--- config.mk ---
export PLATFORM = sky130hd
export DESIGN_NAME = axil_reg_bank_flat
export DESIGN_NICKNAME = d
export VERILOG_FILES = /design/src/rtl/axil_reg_bank_if.sv /design/src/rtl/axil_reg_bank.sv /design/src/flat_wrapper.sv
export SDC_FILE = /design/constraint.sdc
export NUM_CORES = 2
export LEC_CHECK = 0
export CAP_MARGIN = 20
export CORE_AREA = 2 2 459 461
export CTS_CLUSTER_SIZE = 25
export DETAILED_ROUTE_END_ITERATION = 10
export DIE_AREA = 0 0 461 463
export PLACE_DENSITY_LB_ADDON = 0.2
export SYNTH_ARGS = -nofsm -noshare
export SYNTH_HDL_FRONTEND = slang
export SYNTH_SLANG_ARGS = --single-unit
--- constraint.sdc ---
create_clock -name clk -period 20 [get_ports clk]
set_clock_uncertainty 0.15 [all_clocks]
set_input_delay 3 -clock clk [delete_from_list [all_inputs] [get_ports clk]]
set_output_delay 3 -clock clk [all_outputs]
set_load 0.01 [all_outputs]
--- src/rtl/axil_reg_bank_if.sv ---
// AXI-Lite bus bundle (32-bit address and data) shared by the UDP bridge master and the register bank.
interface AXIL_IF;
    logic        awvalid;
    logic        awready;
    logic [31:0] awaddr;
    logic [2:0]  awprot;
    logic        wvalid;
    logic        wready;
    logic [31:0] wdata;
    logic [3:0]  wstrb;
    logic        bvalid;
    logic        bready;
    logic [1:0]  bresp;
    logic        arvalid;
    logic        arready;
    logic [31:0] araddr;
    logic [2:0]  arprot;
    logic        rvalid;
    logic        rready;
    logic [31:0] rdata;
    logic [1:0]  rresp;

    modport Slave (
        input  awvalid, awaddr, awprot, wvalid, wdata, wstrb, bready,
        input  arvalid, araddr, arprot, rready,
        output awready, wready, bvalid, bresp, arready, rvalid, rdata, rresp
    );

    modport Master (
        output awvalid, awaddr, awprot, wvalid, wdata, wstrb, bready,
        output arvalid, araddr, arprot, rready,
        input  awready, wready, bvalid, bresp, arready, rvalid, rdata, rresp
    );
endinterface

--- src/rtl/axil_reg_bank.sv ---
// AXI-Lite register bank: NUM_RW control registers out to fabric, NUM_RO status words read back.
// Optional per-register write strobe output enabled by defining AXIL_REG_BANK_WRITE_PULSE_EN.
module axil_reg_bank #(
    parameter int          NUM_RW    = 16,
    parameter int          NUM_RO    = 16,
    parameter logic [31:0] RESET_VAL = 32'h0
) (
    input  logic                                     clk,
    input  logic                                     reset,
    AXIL_IF.Slave                                    axil_if,
    output logic [NUM_RW*32-1:0]                     ctrl_out,
    input  logic [((NUM_RO > 0) ? NUM_RO : 1)*32-1:0] status_in,
`ifdef AXIL_REG_BANK_WRITE_PULSE_EN
    output logic [NUM_RW-1:0]                        wr_pulse,
`endif
    output logic                                     w_state_dbg,
    output logic                                     r_state_dbg
);

    // Handshake rule on every channel: a beat transfers on the rising edge where valid and ready
    // are both high; a raised valid and its payload stay put until that edge.
    localparam logic [1:0] RESP_OKAY   = 2'b00;
    localparam logic [1:0] RESP_SLVERR = 2'b10;

    typedef enum logic { W_IDLE, W_RESP } w_state_t;
    typedef enum logic { R_IDLE, R_RESP } r_state_t;

    w_state_t    w_state_q, w_state_d;
    r_state_t    r_state_q, r_state_d;
    logic        aw_have_q, aw_have_d, w_have_q, w_have_d;
    logic [29:0] aw_addr_q, aw_addr_d;
    logic [31:0] w_data_q, w_data_d;
    logic [3:0]  w_strb_q, w_strb_d;
    logic        awready_q, awready_d, wready_q, wready_d;
    logic        bvalid_q, bvalid_d, arready_q, arready_d, rvalid_q, rvalid_d;
    logic [1:0]  bresp_q, bresp_d, rresp_q, rresp_d;
    logic [31:0] rdata_q, rdata_d;
    logic [31:0] regs_q [NUM_RW];
    logic [31:0] regs_d [NUM_RW];
`ifdef AXIL_REG_BANK_WRITE_PULSE_EN
    logic [NUM_RW-1:0] wr_pulse_q, wr_pulse_d;
`endif

    logic        aw_hs, w_hs, ar_hs, aw_ok, w_ok;
    logic [29:0] wr_idx, rd_idx;
    logic [31:0] wr_data;
    logic [3:0]  wr_strb;
    logic        unused_ok;

    assign unused_ok = ^{axil_if.awprot, axil_if.arprot, axil_if.awaddr[1:0], axil_if.araddr[1:0]};

    // Write channel: capture AW and W independently; commit once both are held.
    always_comb begin
        w_state_d = w_state_q;
        aw_have_d = aw_have_q;
        w_have_d  = w_have_q;
        aw_addr_d = aw_addr_q;
        w_data_d  = w_data_q;
        w_strb_d  = w_strb_q;
        awready_d = awready_q;
        wready_d  = wready_q;
        bvalid_d  = bvalid_q;
        bresp_d   = bresp_q;
        regs_d    = regs_q;
`ifdef AXIL_REG_BANK_WRITE_PULSE_EN
        wr_pulse_d = '0;
`endif
        aw_hs   = axil_if.awvalid & awready_q;
        w_hs    = axil_if.wvalid & wready_q;
        aw_ok   = aw_have_q | aw_hs;
        w_ok    = w_have_q | w_hs;
        wr_idx  = aw_hs ? axil_if.awaddr[31:2] : aw_addr_q;
        wr_data = w_hs ? axil_if.wdata : w_data_q;
        wr_strb = w_hs ? axil_if.wstrb : w_strb_q;

        case (w_state_q)
            W_IDLE: begin
                if (aw_hs) aw_addr_d = axil_if.awaddr[31:2];
                if (w_hs) begin
                    w_data_d = axil_if.wdata;
                    w_strb_d = axil_if.wstrb;
                end
                if (aw_ok && w_ok) begin
                    w_state_d = W_RESP;
                    aw_have_d = 1'b0;
                    w_have_d  = 1'b0;
                    awready_d = 1'b0;
                    wready_d  = 1'b0;
                    bvalid_d  = 1'b1;
                    bresp_d   = RESP_SLVERR;
                    for (int k = 0; k < NUM_RW; k++) begin
                        if (wr_idx == 30'(k)) begin
                            bresp_d = RESP_OKAY;
                            for (int b = 0; b < 4; b++) begin
                                if (wr_strb[b]) regs_d[k][8*b +: 8] = wr_data[8*b +: 8];
                            end
`ifdef AXIL_REG_BANK_WRITE_PULSE_EN
                            wr_pulse_d[k] = |wr_strb;
`endif
                        end
                    end
                end else begin
                    aw_have_d = aw_ok;
                    w_have_d  = w_ok;
                    awready_d = !aw_ok;
                    wready_d  = !w_ok;
                end
            end
            W_RESP: begin
                if (axil_if.bready) begin
                    w_state_d = W_IDLE;
                    bvalid_d  = 1'b0;
                    awready_d = 1'b1;
                    wready_d  = 1'b1;
                end
            end
            default: w_state_d = W_IDLE;
        endcase
    end

    // Read channel samples regs_q, so a same-edge write is not yet visible.
    always_comb begin
        r_state_d = r_state_q;
        arready_d = arready_q;
        rvalid_d  = rvalid_q;
        rdata_d   = rdata_q;
        rresp_d   = rresp_q;
        ar_hs     = axil_if.arvalid & arready_q;
        rd_idx    = axil_if.araddr[31:2];

        case (r_state_q)
            R_IDLE: begin
                if (ar_hs) begin
                    r_state_d = R_RESP;
                    arready_d = 1'b0;
                    rvalid_d  = 1'b1;
                    rdata_d   = 32'h0;
                    rresp_d   = RESP_SLVERR;
                    for (int k = 0; k < NUM_RW; k++) begin
                        if (rd_idx == 30'(k)) begin
                            rdata_d = regs_q[k];
                            rresp_d = RESP_OKAY;
                        end
                    end
                    for (int j = 0; j < NUM_RO; j++) begin
                        if (rd_idx == 30'(NUM_RW + j)) begin
                            rdata_d = status_in[32*j +: 32];
                            rresp_d = RESP_OKAY;
                        end
                    end
                end else begin
                    arready_d = 1'b1;
                end
            end
            R_RESP: begin
                if (axil_if.rready) begin
                    r_state_d = R_IDLE;
                    rvalid_d  = 1'b0;
                    arready_d = 1'b1;
                end
            end
            default: r_state_d = R_IDLE;
        endcase
    end

    always_ff @(posedge clk or posedge reset) begin
        if (reset) begin
            w_state_q <= W_IDLE;
            r_state_q <= R_IDLE;
            aw_have_q <= 1'b0;
            w_have_q  <= 1'b0;
            aw_addr_q <= '0;
            w_data_q  <= '0;
            w_strb_q  <= '0;
            awready_q <= 1'b0;
            wready_q  <= 1'b0;
            bvalid_q  <= 1'b0;
            bresp_q   <= RESP_OKAY;
            arready_q <= 1'b0;
            rvalid_q  <= 1'b0;
            rdata_q   <= '0;
            rresp_q   <= RESP_OKAY;
            for (int k = 0; k < NUM_RW; k++) regs_q[k] <= RESET_VAL;
`ifdef AXIL_REG_BANK_WRITE_PULSE_EN
            wr_pulse_q <= '0;
`endif
        end else begin
            w_state_q <= w_state_d;
            r_state_q <= r_state_d;
            aw_have_q <= aw_have_d;
            w_have_q  <= w_have_d;
            aw_addr_q <= aw_addr_d;
            w_data_q  <= w_data_d;
            w_strb_q  <= w_strb_d;
            awready_q <= awready_d;
            wready_q  <= wready_d;
            bvalid_q  <= bvalid_d;
            bresp_q   <= bresp_d;
            arready_q <= arready_d;
            rvalid_q  <= rvalid_d;
            rdata_q   <= rdata_d;
            rresp_q   <= rresp_d;
            regs_q    <= regs_d;
`ifdef AXIL_REG_BANK_WRITE_PULSE_EN
            wr_pulse_q <= wr_pulse_d;
`endif
        end
    end

    always_comb begin
        ctrl_out = '0;
        for (int k = 0; k < NUM_RW; k++) ctrl_out[32*k +: 32] = regs_q[k];
    end

    assign axil_if.awready = awready_q;
    assign axil_if.wready  = wready_q;
    assign axil_if.bvalid  = bvalid_q;
    assign axil_if.bresp   = bresp_q;
    assign axil_if.arready = arready_q;
    assign axil_if.rvalid  = rvalid_q;
    assign axil_if.rdata   = rdata_q;
    assign axil_if.rresp   = rresp_q;
    assign w_state_dbg     = (w_state_q == W_RESP);
    assign r_state_dbg     = (r_state_q == R_RESP);
`ifdef AXIL_REG_BANK_WRITE_PULSE_EN
    assign wr_pulse = wr_pulse_q;
`endif

endmodule

--- src/flat_wrapper.sv ---
// flat-port wrapper written by rule: the top's interface ports become plain ports
module axil_reg_bank_flat 
#(
    parameter int          NUM_RW    = 16,
    parameter int          NUM_RO    = 16,
    parameter logic [31:0] RESET_VAL = 32'h0
)
  (clk, reset, ctrl_out, status_in, w_state_dbg, r_state_dbg, axil_if_awvalid, axil_if_awaddr, axil_if_awprot, axil_if_wvalid, axil_if_wdata, axil_if_wstrb, axil_if_bready, axil_if_arvalid, axil_if_araddr, axil_if_arprot, axil_if_rready, axil_if_awready, axil_if_wready, axil_if_bvalid, axil_if_bresp, axil_if_arready, axil_if_rvalid, axil_if_rdata, axil_if_rresp);
  AXIL_IF axil_if_i ();
  input  logic clk;
  input  logic reset;
  output logic [NUM_RW*32-1:0] ctrl_out;
  input  logic [((NUM_RO > 0) ? NUM_RO : 1)*32-1:0] status_in;
  output logic w_state_dbg;
  output logic r_state_dbg;
  input wire logic [$bits(axil_if_i.awvalid)-1:0] axil_if_awvalid;
  input wire logic [$bits(axil_if_i.awaddr)-1:0] axil_if_awaddr;
  input wire logic [$bits(axil_if_i.awprot)-1:0] axil_if_awprot;
  input wire logic [$bits(axil_if_i.wvalid)-1:0] axil_if_wvalid;
  input wire logic [$bits(axil_if_i.wdata)-1:0] axil_if_wdata;
  input wire logic [$bits(axil_if_i.wstrb)-1:0] axil_if_wstrb;
  input wire logic [$bits(axil_if_i.bready)-1:0] axil_if_bready;
  input wire logic [$bits(axil_if_i.arvalid)-1:0] axil_if_arvalid;
  input wire logic [$bits(axil_if_i.araddr)-1:0] axil_if_araddr;
  input wire logic [$bits(axil_if_i.arprot)-1:0] axil_if_arprot;
  input wire logic [$bits(axil_if_i.rready)-1:0] axil_if_rready;
  output wire logic [$bits(axil_if_i.awready)-1:0] axil_if_awready;
  output wire logic [$bits(axil_if_i.wready)-1:0] axil_if_wready;
  output wire logic [$bits(axil_if_i.bvalid)-1:0] axil_if_bvalid;
  output wire logic [$bits(axil_if_i.bresp)-1:0] axil_if_bresp;
  output wire logic [$bits(axil_if_i.arready)-1:0] axil_if_arready;
  output wire logic [$bits(axil_if_i.rvalid)-1:0] axil_if_rvalid;
  output wire logic [$bits(axil_if_i.rdata)-1:0] axil_if_rdata;
  output wire logic [$bits(axil_if_i.rresp)-1:0] axil_if_rresp;
  assign axil_if_i.awvalid = axil_if_awvalid;
  assign axil_if_i.awaddr = axil_if_awaddr;
  assign axil_if_i.awprot = axil_if_awprot;
  assign axil_if_i.wvalid = axil_if_wvalid;
  assign axil_if_i.wdata = axil_if_wdata;
  assign axil_if_i.wstrb = axil_if_wstrb;
  assign axil_if_i.bready = axil_if_bready;
  assign axil_if_i.arvalid = axil_if_arvalid;
  assign axil_if_i.araddr = axil_if_araddr;
  assign axil_if_i.arprot = axil_if_arprot;
  assign axil_if_i.rready = axil_if_rready;
  assign axil_if_awready = axil_if_i.awready;
  assign axil_if_wready = axil_if_i.wready;
  assign axil_if_bvalid = axil_if_i.bvalid;
  assign axil_if_bresp = axil_if_i.bresp;
  assign axil_if_arready = axil_if_i.arready;
  assign axil_if_rvalid = axil_if_i.rvalid;
  assign axil_if_rdata = axil_if_i.rdata;
  assign axil_if_rresp = axil_if_i.rresp;
  axil_reg_bank #(.NUM_RW(NUM_RW), .NUM_RO(NUM_RO), .RESET_VAL(RESET_VAL)) u_core (.clk(clk), .reset(reset), .axil_if(axil_if_i), .ctrl_out(ctrl_out), .status_in(status_in), .w_state_dbg(w_state_dbg), .r_state_dbg(r_state_dbg));
endmodule
==> out/results.md <==
- finished clean — run status
- 20.42 ns — worst endpoint required time
- buf_4 — Top cell by count, worst path
- 0 — antenna-violating nets left
- 0.388 — Final Cycle Share
- 1167 — number of input and output port buffers inserted
- done — TritonCTS clock tree
- 0.142 — worst slew slack as a fraction of its limit
- flop — critical path capture point type
- 5 — number of optimization iterations in the first detailed-route pass
- 38200 — total via count after detailed routing
- 0 — max-slew violation count
- no — RSZ-0062 raised after global routing
- 621 — count of clock tree sinks
- 0 — DRC
- 0 — Max Cap Violations
- a311oi_1 — critical path's slowest cell
- 93 — number of distinct standard cells referenced by the synthesized netlist
- 0.151 — Simple-Gate Fraction of Synth Area
- 35 — highest net fanout along the worst path
- 209000 µm² — core area
- 0.252 — Finished Core Util
- 33900 µm² — Post-Synthesis Cell Area
- 12.23 ns — Setup WS post-layout
- clkbuf_16 — clock root buffer
- 5.01 — per-cell via count in the routed design
- 7423 — number of cells in the design after placement
- 0 — hold-fix buffers at CTS
- 0.459 — sequential element share of the synthesized area
- 213000 µm² — full die area
- 621 — flip-flop and latch count after synthesis
- 0.162 — starting density of the core
- 0.284 — global-route total usage across every layer
- 0 — count of yosys warnings during synthesis
- 461 µm — die extent in x
- 1163 x clkdlybuf4s50_1, 621 x dfrtp_1, 454 x nor2_1 — top library cells by usage in the layout, fill and taps aside
- 55.3% — layout-stage area growth over the synthesis result
- reg -> reg — classification of the worst-slack hold path
- 7626 — filler-free cell count of the finished design
- 4114 — number of DRC violations after detailed-routing iteration 0
- 5332 — net total in the final layout
- 0.06 ns — clock-pin slew on the worst setup and hold paths
- 80 — initial antenna violation count
- clkdlybuf4s50_1 — leading cell type in the layout, fill and taps excluded
- 4.31 mW — power consumption
- 3 — Clock H-tree levels
- 52600 µm² — Layout Cell Area excl Fill
- 1.00 — post-synthesis async set-or-reset flop share
- compound AO/OA/AOI/OAI gates — combinational family with the most area after synthesis
- 0.341 ns — tightest hold margin
- input port — element type at the critical path start
- 253000 µm — half-perimeter wire length of the detailed placement result
- 1.08 ns — Critical Path Max Stage Delay
- 0.127 — mux cell area share after synthesis
- 49500 µm² — cell area after placement
- 0 — total of endpoints with negative setup slack in the final report
- 21.3 nW — Leak
- 0 — GRT overflow
- 81.9 nW/µm² — power per unit of standard cell area
- 0 ns — Fin Setup TNS
- 463 µm — Vert. Die Dim
- 1180 — num ports
- buf_4 > buf_4 > buf_4 > buf_4 > or3b_1 > nor2_1 > buf_4 > o21ai_0 > a311oi_1 > o41ai_1 > a21oi_1 > buf_4 > o21ai_1 > a221oi_1 > o21ai_1 — chain of cells forming the critical path
- in -> reg — kind of critical path
- 0 — area share of fa/ha/maj cells after synthesis
- 168 — number of rows in the core area
- 36900 — via count of the first global-routing pass
- 0.164 — fraction of final layout cells with drive strength greater than 1
- 84 — CTS buffer count
- 129 MHz — achievable clock frequency
- 1.28 ns — pin slew with the least headroom to its limit
- 0 — Post-CTS Setup Inserts
- 41.3 µm — WL per Instance
- 315000 µm — final WL
- 11.56 ns — worst setup slack before clock tree synthesis
- 8.18 ns — data arrival time of the worst path
- 396000 µm — first-pass GRT wire length
- 0.945 — Placer Congestion
- 15.44 ns — setup slack of the worst register-to-register path
- 0 — final hold violation count
- 7.77 ns — minimum clock period
- 9.62 µm² — mean cell area of the mapped netlist
- 3521 — synthesized instance count
- 0.228 — compound-cell area share of the yosys netlist
- dfrtp_1 — top_reg_cell synth
- 0.75 ns — clk_lat worst skew
- 0 — number of enable-type register cells in the synthesized netlist
- 62.4 µV — worst IR drop on VDD
- 0 — XOR/XNOR share of the synthesized area
- 3 — buffers from clock root to sink, at most
- 149 — pin count of the biggest net entering global routing
- 0 — count of instances resized after the clock tree is built
-- power by group --
| part | switching [mW] | internal [mW] |
|---|---|---|
| sequential | 0.0790 | 1.37 |
| clock | 0.680 | 0.962 |
| combinational | 0.803 | 0.421 |
| total | 1.56 | 2.75 |
-- path summary, 6_finish.rpt --
path,start,end,depth (start not counted)
hold / removal,u_core.axil_if.rvalid,u_core.axil_if.rvalid,2
setup / recovery,axil_if_araddr[3],u_core.axil_if.rdata[0],15
max in group asynchronous,reset,u_core.ctrl_out[431],4
min in group asynchronous,reset,u_core.aw_addr_q[26],2
hold reg to reg,u_core.axil_if.rvalid,u_core.axil_if.rvalid,2
setup reg to reg,u_core.axil_if.awready,u_core.ctrl_out[161],10
-- layout make-up --
| cell class | instances | area (µm²) |
|---|---|---|
| well taps | 2805 | 3510 |
| clock buffers | 116 | 2400 |
| inverters | 33 | 128 |
| multi-input cells | 2636 | 17500 |
| repair buffers | 1331 | 12900 |
| diodes | 47 | 118 |
| flip-flops and latches | 621 | 15500 |
| clock inverters | 37 | 524 |
| fillers | 22600 | 156000 |
-- cell usage after synthesis (all sizes together), types with 7 or more instances --
| master | number | area, µm² |
|---|---|---|
| a211oi | 22 | 165 |
| nor4 | 43 | 564 |
| o311ai | 7 | 61.3 |
| a211o | 7 | 62.6 |
| o2111ai | 23 | 201 |
| o21ai | 250 | 1250 |
| a22o | 16 | 140 |
| nand3 | 35 | 213 |
| dfrtp | 621 | 15500 |
| a21o | 21 | 158 |
| o31ai | 8 | 60.1 |
| o2bb2ai | 8 | 70.1 |
| nor2 | 503 | 2010 |
| o22ai | 70 | 438 |
| mux2 | 326 | 3670 |
| mux2i | 63 | 631 |
| inv | 33 | 124 |
| o211ai | 21 | 158 |
| a21oi | 417 | 2090 |
| o21a | 11 | 82.6 |
| a22oi | 56 | 420 |
| nor3 | 66 | 399 |
| a221oi | 74 | 648 |
| nand2 | 281 | 1060 |
| o221ai | 49 | 429 |
| a2bb2oi | 7 | 61.3 |
| a221o | 29 | 290 |
| a31oi | 28 | 175 |
| nand2b | 8 | 50.1 |
| nand4 | 25 | 178 |
| or2 | 11 | 68.8 |
| buf | 126 | 673 |
| a222oi | 25 | 250 |
| a2111oi | 13 | 126 |
| or4 | 11 | 105 |
| clkbuf | 106 | 398 |
| or3 | 18 | 113 |
-- registers in the layout, indices dropped and copies added, names as in the netlist, 4 cells and up --
name                  cells
u_core.ctrl_out         512
u_core.w_strb_q           4
u_core.w_data_q          32
u_core.axil_if.rdata     32
u_core.aw_addr_q         30
-- critical path: cells and delay by family --
| family | cells | cell delay, ns |
|---|---|---|
| AO/OA/AOI/OAI | 7 | 2.36 |
| AND/OR/NAND/NOR | 2 | 0.69 |
| buffers and inverters | 6 | 2.02 |
-- layer usage --
layer  global-route usage  vias to the layer above  routed length [µm]
li1                     -                    15700                   -
met1                0.329                    19700              119000
met2                0.470                     2283              150000
met3               0.0803                      481               27700
met4                0.154                       20               18100
met5                    0                        -                 119
-- kinds of logic (layout without fill, tap and decap cells) --
kind of cell | after synthesis | after routing
compound gates | 1202 | 1202
buf+inv | 265 | 1517
flops | 621 | 621
mux | 389 | 389
other cells | 1 | 49
simple gates | 1043 | 1043
No activity file was read; power rests on OpenSTA's default activity.
